===== config.mk =====
export PLATFORM = sky130hd
export DESIGN_NAME = pipe_skid_slice
export DESIGN_NICKNAME = d
export VERILOG_FILES = /design/src/rtl/pipe_skid_slice.sv
export SDC_FILE = /design/constraint.sdc
export NUM_CORES = 1
export LEC_CHECK = 0
export CAP_MARGIN = 10
export CORE_MARGIN = 2
export CORE_UTILIZATION = 41
export DETAILED_ROUTE_END_ITERATION = 6
export PLACE_DENSITY = 0.87
export RECOVER_POWER = 50
export SYNTH_ARGS = -nofsm -noshare
export SYNTH_HDL_FRONTEND = slang
export SYNTH_SLANG_ARGS = --single-unit

===== constraint.sdc =====
create_clock -name clk -period 1.8 [get_ports clk]
set_input_delay 0.27 -clock clk [delete_from_list [all_inputs] [get_ports clk]]
set_output_delay 0.27 -clock clk [all_outputs]
set_load 0.005 [all_outputs]

===== src/rtl/pipe_skid_slice.sv =====
// Pipeline register slice: valid/ready handshake, main + skid entry, registered in_ready, stall and flush.
// Optional saturating perf counters are enabled by defining PIPE_SKID_SLICE_PERF_CNT_EN.
module pipe_skid_slice #(
  parameter int unsigned DATA_WIDTH      = 32,
  parameter bit          ZERO_WHEN_EMPTY = 1'b1,
  parameter int unsigned CNT_WIDTH       = 32
) (
  input  logic                  clk,
  input  logic                  rst_n,
  input  logic                  flush,
  input  logic                  stall,
  input  logic                  in_valid,
  output logic                  in_ready,
  input  logic [DATA_WIDTH-1:0] in_data,
  output logic                  out_valid,
  input  logic                  out_ready,
  output logic [DATA_WIDTH-1:0] out_data,
  output logic [CNT_WIDTH-1:0]  stall_cnt,
  output logic [CNT_WIDTH-1:0]  bubble_cnt,
  output logic [CNT_WIDTH-1:0]  flush_cnt
);

  localparam int unsigned DW = DATA_WIDTH;

  logic          main_v_q, main_v_d;
  logic          skid_v_q, skid_v_d;
  logic          in_ready_q;
  logic [DW-1:0] main_q, main_d;
  logic [DW-1:0] skid_q, skid_d;
  logic [DW-1:0] empty_data_c;
  logic          in_fire_c;
  logic          out_fire_c;

  assign in_fire_c    = in_valid & in_ready_q;
  assign out_fire_c   = main_v_q & out_ready & ~stall;
  // The main register doubles as out_data, so an emptied slice either zeroes or holds it.
  assign empty_data_c = ZERO_WHEN_EMPTY ? '0 : main_q;

  // Next-state for the two-entry buffer.
  always_comb begin
    main_v_d = main_v_q;
    skid_v_d = skid_v_q;
    main_d   = main_q;
    skid_d   = skid_q;
    if (flush) begin
      main_v_d = 1'b0;
      skid_v_d = 1'b0;
      main_d   = empty_data_c;
    end else if (!main_v_q || out_fire_c) begin
      if (skid_v_q) begin
        main_v_d = 1'b1;
        main_d   = skid_q;
        skid_v_d = 1'b0;
      end else if (in_fire_c) begin
        main_v_d = 1'b1;
        main_d   = in_data;
      end else begin
        main_v_d = 1'b0;
        main_d   = empty_data_c;
      end
    end else if (in_fire_c) begin
      skid_v_d = 1'b1;
      skid_d   = in_data;
    end
  end

  // Buffer state; in_ready is registered from the next skid occupancy.
  always_ff @(posedge clk) begin
    if (!rst_n) begin
      main_v_q   <= 1'b0;
      skid_v_q   <= 1'b0;
      main_q     <= '0;
      skid_q     <= '0;
      in_ready_q <= 1'b1;
    end else begin
      main_v_q   <= main_v_d;
      skid_v_q   <= skid_v_d;
      main_q     <= main_d;
      skid_q     <= skid_d;
      in_ready_q <= ~skid_v_d;
    end
  end

  assign in_ready  = in_ready_q;
  assign out_valid = main_v_q;
  assign out_data  = main_q;

`ifdef PIPE_SKID_SLICE_PERF_CNT_EN
  localparam int unsigned CW = CNT_WIDTH;
  localparam logic [CW-1:0] CNT_MAX = '1;

  logic [CW-1:0] stall_cnt_q, bubble_cnt_q, flush_cnt_q;

  // Saturating counters; only reset clears them.
  always_ff @(posedge clk) begin
    if (!rst_n) begin
      stall_cnt_q  <= '0;
      bubble_cnt_q <= '0;
      flush_cnt_q  <= '0;
    end else begin
      if (main_v_q && !out_fire_c && (stall_cnt_q != CNT_MAX))
        stall_cnt_q <= stall_cnt_q + CW'(1);
      if (!main_v_q && out_ready && (bubble_cnt_q != CNT_MAX))
        bubble_cnt_q <= bubble_cnt_q + CW'(1);
      if (flush && (flush_cnt_q != CNT_MAX))
        flush_cnt_q <= flush_cnt_q + CW'(1);
    end
  end

  assign stall_cnt  = stall_cnt_q;
  assign bubble_cnt = bubble_cnt_q;
  assign flush_cnt  = flush_cnt_q;
`else
  assign stall_cnt  = '0;
  assign bubble_cnt = '0;
  assign flush_cnt  = '0;
`endif

endmodule


==> results of run 1 <==
per-stage QoR:
stage	cell area [sq um]	instances
floorplan	3850	496
global placement	3970	559
detailed placement	3970	559
CTS	4210	575
global route	4200	575
finish	4200	575
critical path, stage by stage:
cell	delay, ns
clkdlybuf4s50_1	0.46
nor2b_1	0.47
nand2b_1	0.29
buf_4	0.24
a21oi_1	0.09
final cells by class:
cell class,instances,area (sq um)
fill,751,4060
sequential,67,1340
inverter,1,3.75
multi-input combinational,299,1640
clock inverter,6,114
timing repair buffer,87,838
clock buffer,10,128
tap,105,131
flip-flops by register name, indices dropped and copies added (netlist names):
register,count
skid_v_q,1
in_ready,1
skid_q,32
out_valid,1
out_data,32
logic make-up (layout without fill, tap and decap cells):
family          after synthesis  after routing
mux                          32             32
flops                        67             67
simple gates                 73             73
buf+inv                     130            104
compound gates               98             98
other cells                   1             96
how the worst min path moves through the flow:
stage	slack [ns]	startpoint	cells past startpoint	to
after floorplan	0.41	in_data[0]	2	skid_q[0]
after global placement	0.44	skid_q[3]	2	skid_q[3]
after detailed placement	0.45	skid_q[4]	2	skid_q[4]
after CTS	0.23	rst_n	3	skid_q[26]
after global routing	0.24	rst_n	3	skid_q[26]
final	0.25	rst_n	3	skid_q[26]
cell usage in the layout, fill, tap and decap left out:
| cell type | instances |
|---|---|
| a21oi_1 | 34 |
| a22oi_1 | 32 |
| and3b_1 | 1 |
| buf_12 | 1 |
| buf_2 | 1 |
| buf_4 | 15 |
| bufinv_16 | 3 |
| clkbuf_1 | 1 |
| clkbuf_8 | 9 |
| clkdlybuf4s50_1 | 70 |
| clkinv_4 | 1 |
| clkinvlp_4 | 2 |
| conb_1 | 96 |
| dfxtp_1 | 67 |
| inv_2 | 1 |
| mux2i_1 | 32 |
| nand2_1 | 65 |
| nand2b_1 | 2 |
| nor2b_1 | 1 |
| nor2b_2 | 1 |
| nor3_1 | 1 |
| nor4_4 | 1 |
| o31ai_1 | 32 |
| or3_1 | 1 |
metal layers:
layer | GRT usage (%) | part of all wire, % | up-vias
li1 | - | - | 1314
met2 | 28.9 | 49 | 167
met5 | 0 | 0 | -
met1 | 22.9 | 41 | 1288
met4 | 5.87 | 0.85 | 0
met3 | 5.32 | 9.6 | 6
power by group:
| group | switching [mW] | internal, mW | leakage [nW] | total [mW] |
|---|---|---|---|---|
| clock | 0.597 | 0.923 | 0.113 | 1.52 |
| sequential | 0.0219 | 1.52 | 0.543 | 1.54 |
| combinational | 0.229 | 0.194 | 0.996 | 0.424 |
==> flow_summary.toml, run 1 <==
[layout]
syn_to_final_growth_pct = 20.2
nNetsFinal = 503
final_util_pct = 50.9
antenna_cells = 0
final_layout_size_suffix_gt1_share_pct = 7.45

[placement]
gp_congestion = 0.839
portBuffers = 71
dp_hpwl_um = 5720
dp_slack_ns = 0.0137

[global_route]
overflow = 0
grt_first_pass_wirelength_um = 12600
first_global_vias = 2579
grtUsageTotal_pct = 17.9
antenna_found_initial = 0
grt_max_degree = 36

[synth]
async_flop_share_pct = 0
ys_warn_count = 0
synthFlopType = "dfxtp_1"
synth_compound_area_share_pct = 18.6
ys_types = 18
synth_seq_area_share_pct = 38.4
ys_seq_elements = 67
synth.top_cell.area_share_pct = 38.4
synth_commonest_cells = "buf_4 (99), dfxtp_1 (67), nand2_1 (65)"
synthSimpleGateAreaFrac_pct = 8.88
synth_mux_area_share_pct = 9.17
yosysTopAreaCell = "dfxtp_1"
synth.most_common_cell = "buf_4"
synth_top_family_by_area = "buffers and inverters"
syn_area_per_cell_sq_um = 8.71
synth_cells = 401
synthAdderAreaFrac_pct = 0
synth-edff-count = 0
synth_xor_area_share_pct = 0
netlist_area_sq_um = 3490
synthTopCellsByArea = "dfxtp_1 (38%), buf_4 (21%), mux2i_1 (9.2%)"

[die]
io_pins = 168
die_x_um = 96.3
dieArea_sq_um = 9280
initial_core_util_pct = 42.3
placementRows = 33
core-area_sq_um = 8260
dieHeight_um = 96.3

[worst_hold_path]
hold_path.class = "primary input to register"

[drt]
drc = 0
vias_per_cell = 4.83
vias = 2775
first_pass_iters = 5
post_drt_wl_per_cell_um = 14.3
drt_iter0_markers = 155
ant_nets = 0
totalWireLength_um = 8200

[setup_path]
critPathMaxFanout = 14
worst_setup_path_start_kind = "primary input"
cp-endpoint = "out_data[23]"
arrival_ns = 1.82
cp-end-kind = "register"
worst-setup-path-type = "primary input to register"
r2r_end = "skid_q[8]"
ff2ff_path_depth = 4
required_ns = 2.03
r2r_setup_slack_ns = 0.38
timing.rr.start = "in_ready"
critPathLaunch = "out_ready"

[sta]
relSlewSlack_pct = 62.5
fin_crit_ns = 1.59
setup_viol = 0
setup_ws_ns = 0.206
fin_skew_ns = 0.00696
finalHoldViolCount = 0
period_share_pct = 88.6
final.setup.tns_ns = 0
fmax_mhz = 627
slew_viol_final = 0
grt_setup_unrepaired = "no"
fin_hold_ws_ns = 0.248
worst_pin_slew_ns = 0.561

[clock_tree]
cts_root_buf = "clkbuf_8"
cts_buffers = 9
post_cts_buffers = 0
clock_sinks = 67
clockBufferDepth = 2
post_cts_resized = 0
clock_latency_ns = 0.34
htreeDepth = 3
ctsHoldBuffers = 0
clk_pin_slew_ns = 0.07
cts_tree = "yes"

[power_and_ir_drop]
leakagePower_nw = 1.65
peakVddDrop_mv = 0.444
powerDensity_nw_per_um2 = 829
total_power_mw = 3.48

[flow_run]
drv_cap = 0

[run_status]
status = "completed"
No activity file was read; power rests on OpenSTA's default activity.
==> run 2: changes to the inputs <==
--- a/config.mk
+++ b/config.mk
@@ -7,10 +7,11 @@
 export LEC_CHECK = 0
 export CAP_MARGIN = 10
 export CORE_MARGIN = 2
-export CORE_UTILIZATION = 41
+export CORE_UTILIZATION = 42
+export CTS_BUF_LIST = sky130_fd_sc_hd__clkbuf_4
 export DETAILED_ROUTE_END_ITERATION = 6
-export PLACE_DENSITY = 0.87
-export RECOVER_POWER = 50
+export PLACE_DENSITY = 0.88
+export RECOVER_POWER = 100
 export SYNTH_ARGS = -nofsm -noshare
 export SYNTH_HDL_FRONTEND = slang
 export SYNTH_SLANG_ARGS = --single-unit
==> flow_summary.toml, run 2 (synthesis gave the netlist of run 1 again) <==
[clock_tree]
ctsHoldBuffers = 0
post_cts_buffers = 0
htreeDepth = 3
cts_tree = "yes"
clock_latency_ns = 0.39
post_cts_resized = 0
cts_buffers = 9
clockBufferDepth = 2
cts_root_buf = "clkbuf_4"
clock_sinks = 67
clk_pin_slew_ns = 0.11

[setup_path]
cp-endpoint = "skid_q[8]"
timing.rr.start = "in_ready"
ff2ff_path_depth = 4
critPathLaunch = "out_ready"
arrival_ns = 2.00
worst-setup-path-type = "primary input to register"
required_ns = 2.12
r2r_setup_slack_ns = 0.22
critPathMaxFanout = 32
r2r_end = "skid_q[8]"
cp-end-kind = "register"
worst_setup_path_start_kind = "primary input"

[worst_hold_path]
hold_path.class = "primary input to register"

[sta]
fin_crit_ns = 1.68
setup_viol = 0
finalHoldViolCount = 0
fin_skew_ns = 0.00818
fmax_mhz = 594
worst_pin_slew_ns = 0.585
setup_ws_ns = 0.115
grt_setup_unrepaired = "no"
slew_viol_final = 0
period_share_pct = 93.6
final.setup.tns_ns = 0
relSlewSlack_pct = 61.0

[die]
io_pins = 168
die_x_um = 95.2
dieArea_sq_um = 9070
placementRows = 33
initial_core_util_pct = 43.0
dieHeight_um = 95.2
core-area_sq_um = 8130

[global_route]
first_global_vias = 2569
grt_first_pass_wirelength_um = 12200
grt_max_degree = 65
grtUsageTotal_pct = 17.1
overflow = 0
antenna_found_initial = 0

[layout]
layout.cells.most_common = "conb_1"
n_fill_cell = 746
antenna_cells = 0
syn_to_final_growth_pct = 16.2
layout_common_cells = "conb_1 (96), dfxtp_1 (67), nand2_1 (65)"
final_cells = 571
final_layout_size_suffix_gt1_share_pct = 6.01
final_util_pct = 49.9
nNetsFinal = 499

[drt]
vias_per_cell = 4.81
post_drt_wl_per_cell_um = 13.5
vias = 2745
first_pass_iters = 5
drt_iter0_markers = 183
totalWireLength_um = 7730
drc = 0
ant_nets = 0

[placement]
dp_hpwl_um = 5310
dp_slack_ns = 0.00458
gp_congestion = 0.838
portBuffers = 71
dp.cells = 555

[power_and_ir_drop]
leakagePower_nw = 1.69
power_frac_clock_pct = 32.3
peakVddDrop_mv = 0.412
powerDensity_nw_per_um2 = 708
switching_share_pct = 26.7
p_int_mw = 2.11
power.switching_mw = 0.767
p_comb_share_pct = 14.2
p_seq_share_pct = 53.6

[run_status]
status = "completed"

[flow_run]
drv_cap = 0
-- run 2: changes by cell type in the layout (fill, tap and decap cells not counted), moves of 3 or more --
cell and delta:
buf_4 -8, clkbuf_4 +9, clkbuf_8 -9, clkdlybuf4s50_1 -35, clkinv_1 +3, dlygate4sd3_1 +35
-- run 2: layout make-up --
cell class	count	area (sq um)	area share, %
multi-input combinational	299	1630	40.1
sequential	67	1340	33.0
timing repair buffer	83	828	20.4
tap	105	131	3.24
clock buffer	9	67.6	1.66
clock inverter	7	58.8	1.45
inverter	1	3.75	0.0925
-- run 2: worst min-delay path by stage --
| stage | start | slack [ns] | end | depth (start not counted) |
|---|---|---|---|---|
| global route | rst_n | 0.17 | out_valid | 3 |
| CTS | rst_n | 0.17 | out_valid | 3 |
| floorplan | in_data[0] | 0.41 | skid_q[0] | 2 |
| detailed placement | skid_q[26] | 0.45 | skid_q[26] | 2 |
| global placement | skid_q[11] | 0.44 | skid_q[11] | 2 |
| finish | rst_n | 0.19 | out_valid | 3 |
-- run 2: power groups by stage --
stage	combinational, mW	clock [mW]	sequential [mW]
after floorplan	0.361	0	1.57
after global placement	0.405	0	1.57
after detailed placement	0.418	0	1.57
after CTS	0.419	0.947	1.54
after global routing	0.456	1.03	1.54
final	0.407	0.927	1.54
-- run 2: metal layers --
layer	up-vias	track usage, %	wire length, um
met5	-	0	0
met3	9	5.30	747
met4	0	5.56	69
li1	1309	-	-
met1	1263	22.5	3360
met2	164	26.7	3560
-- run 2: worst max-delay path: stages --
cell	delay [ns]
dlygate4sd3_1	0.53
nor2b_1	0.22
nor4_1	0.42
buf_12	0.32
mux2i_1	0.23
-- run 2: per-stage QoR --
step	area, sq um	total power [mW]	hold WS, ns
final	4060	2.87	0.188
after global routing	4060	3.04	0.170
after floorplan	3850	1.93	0.412
after global placement	3960	1.98	0.442
after detailed placement	3960	1.99	0.450
after CTS	4090	2.91	0.170
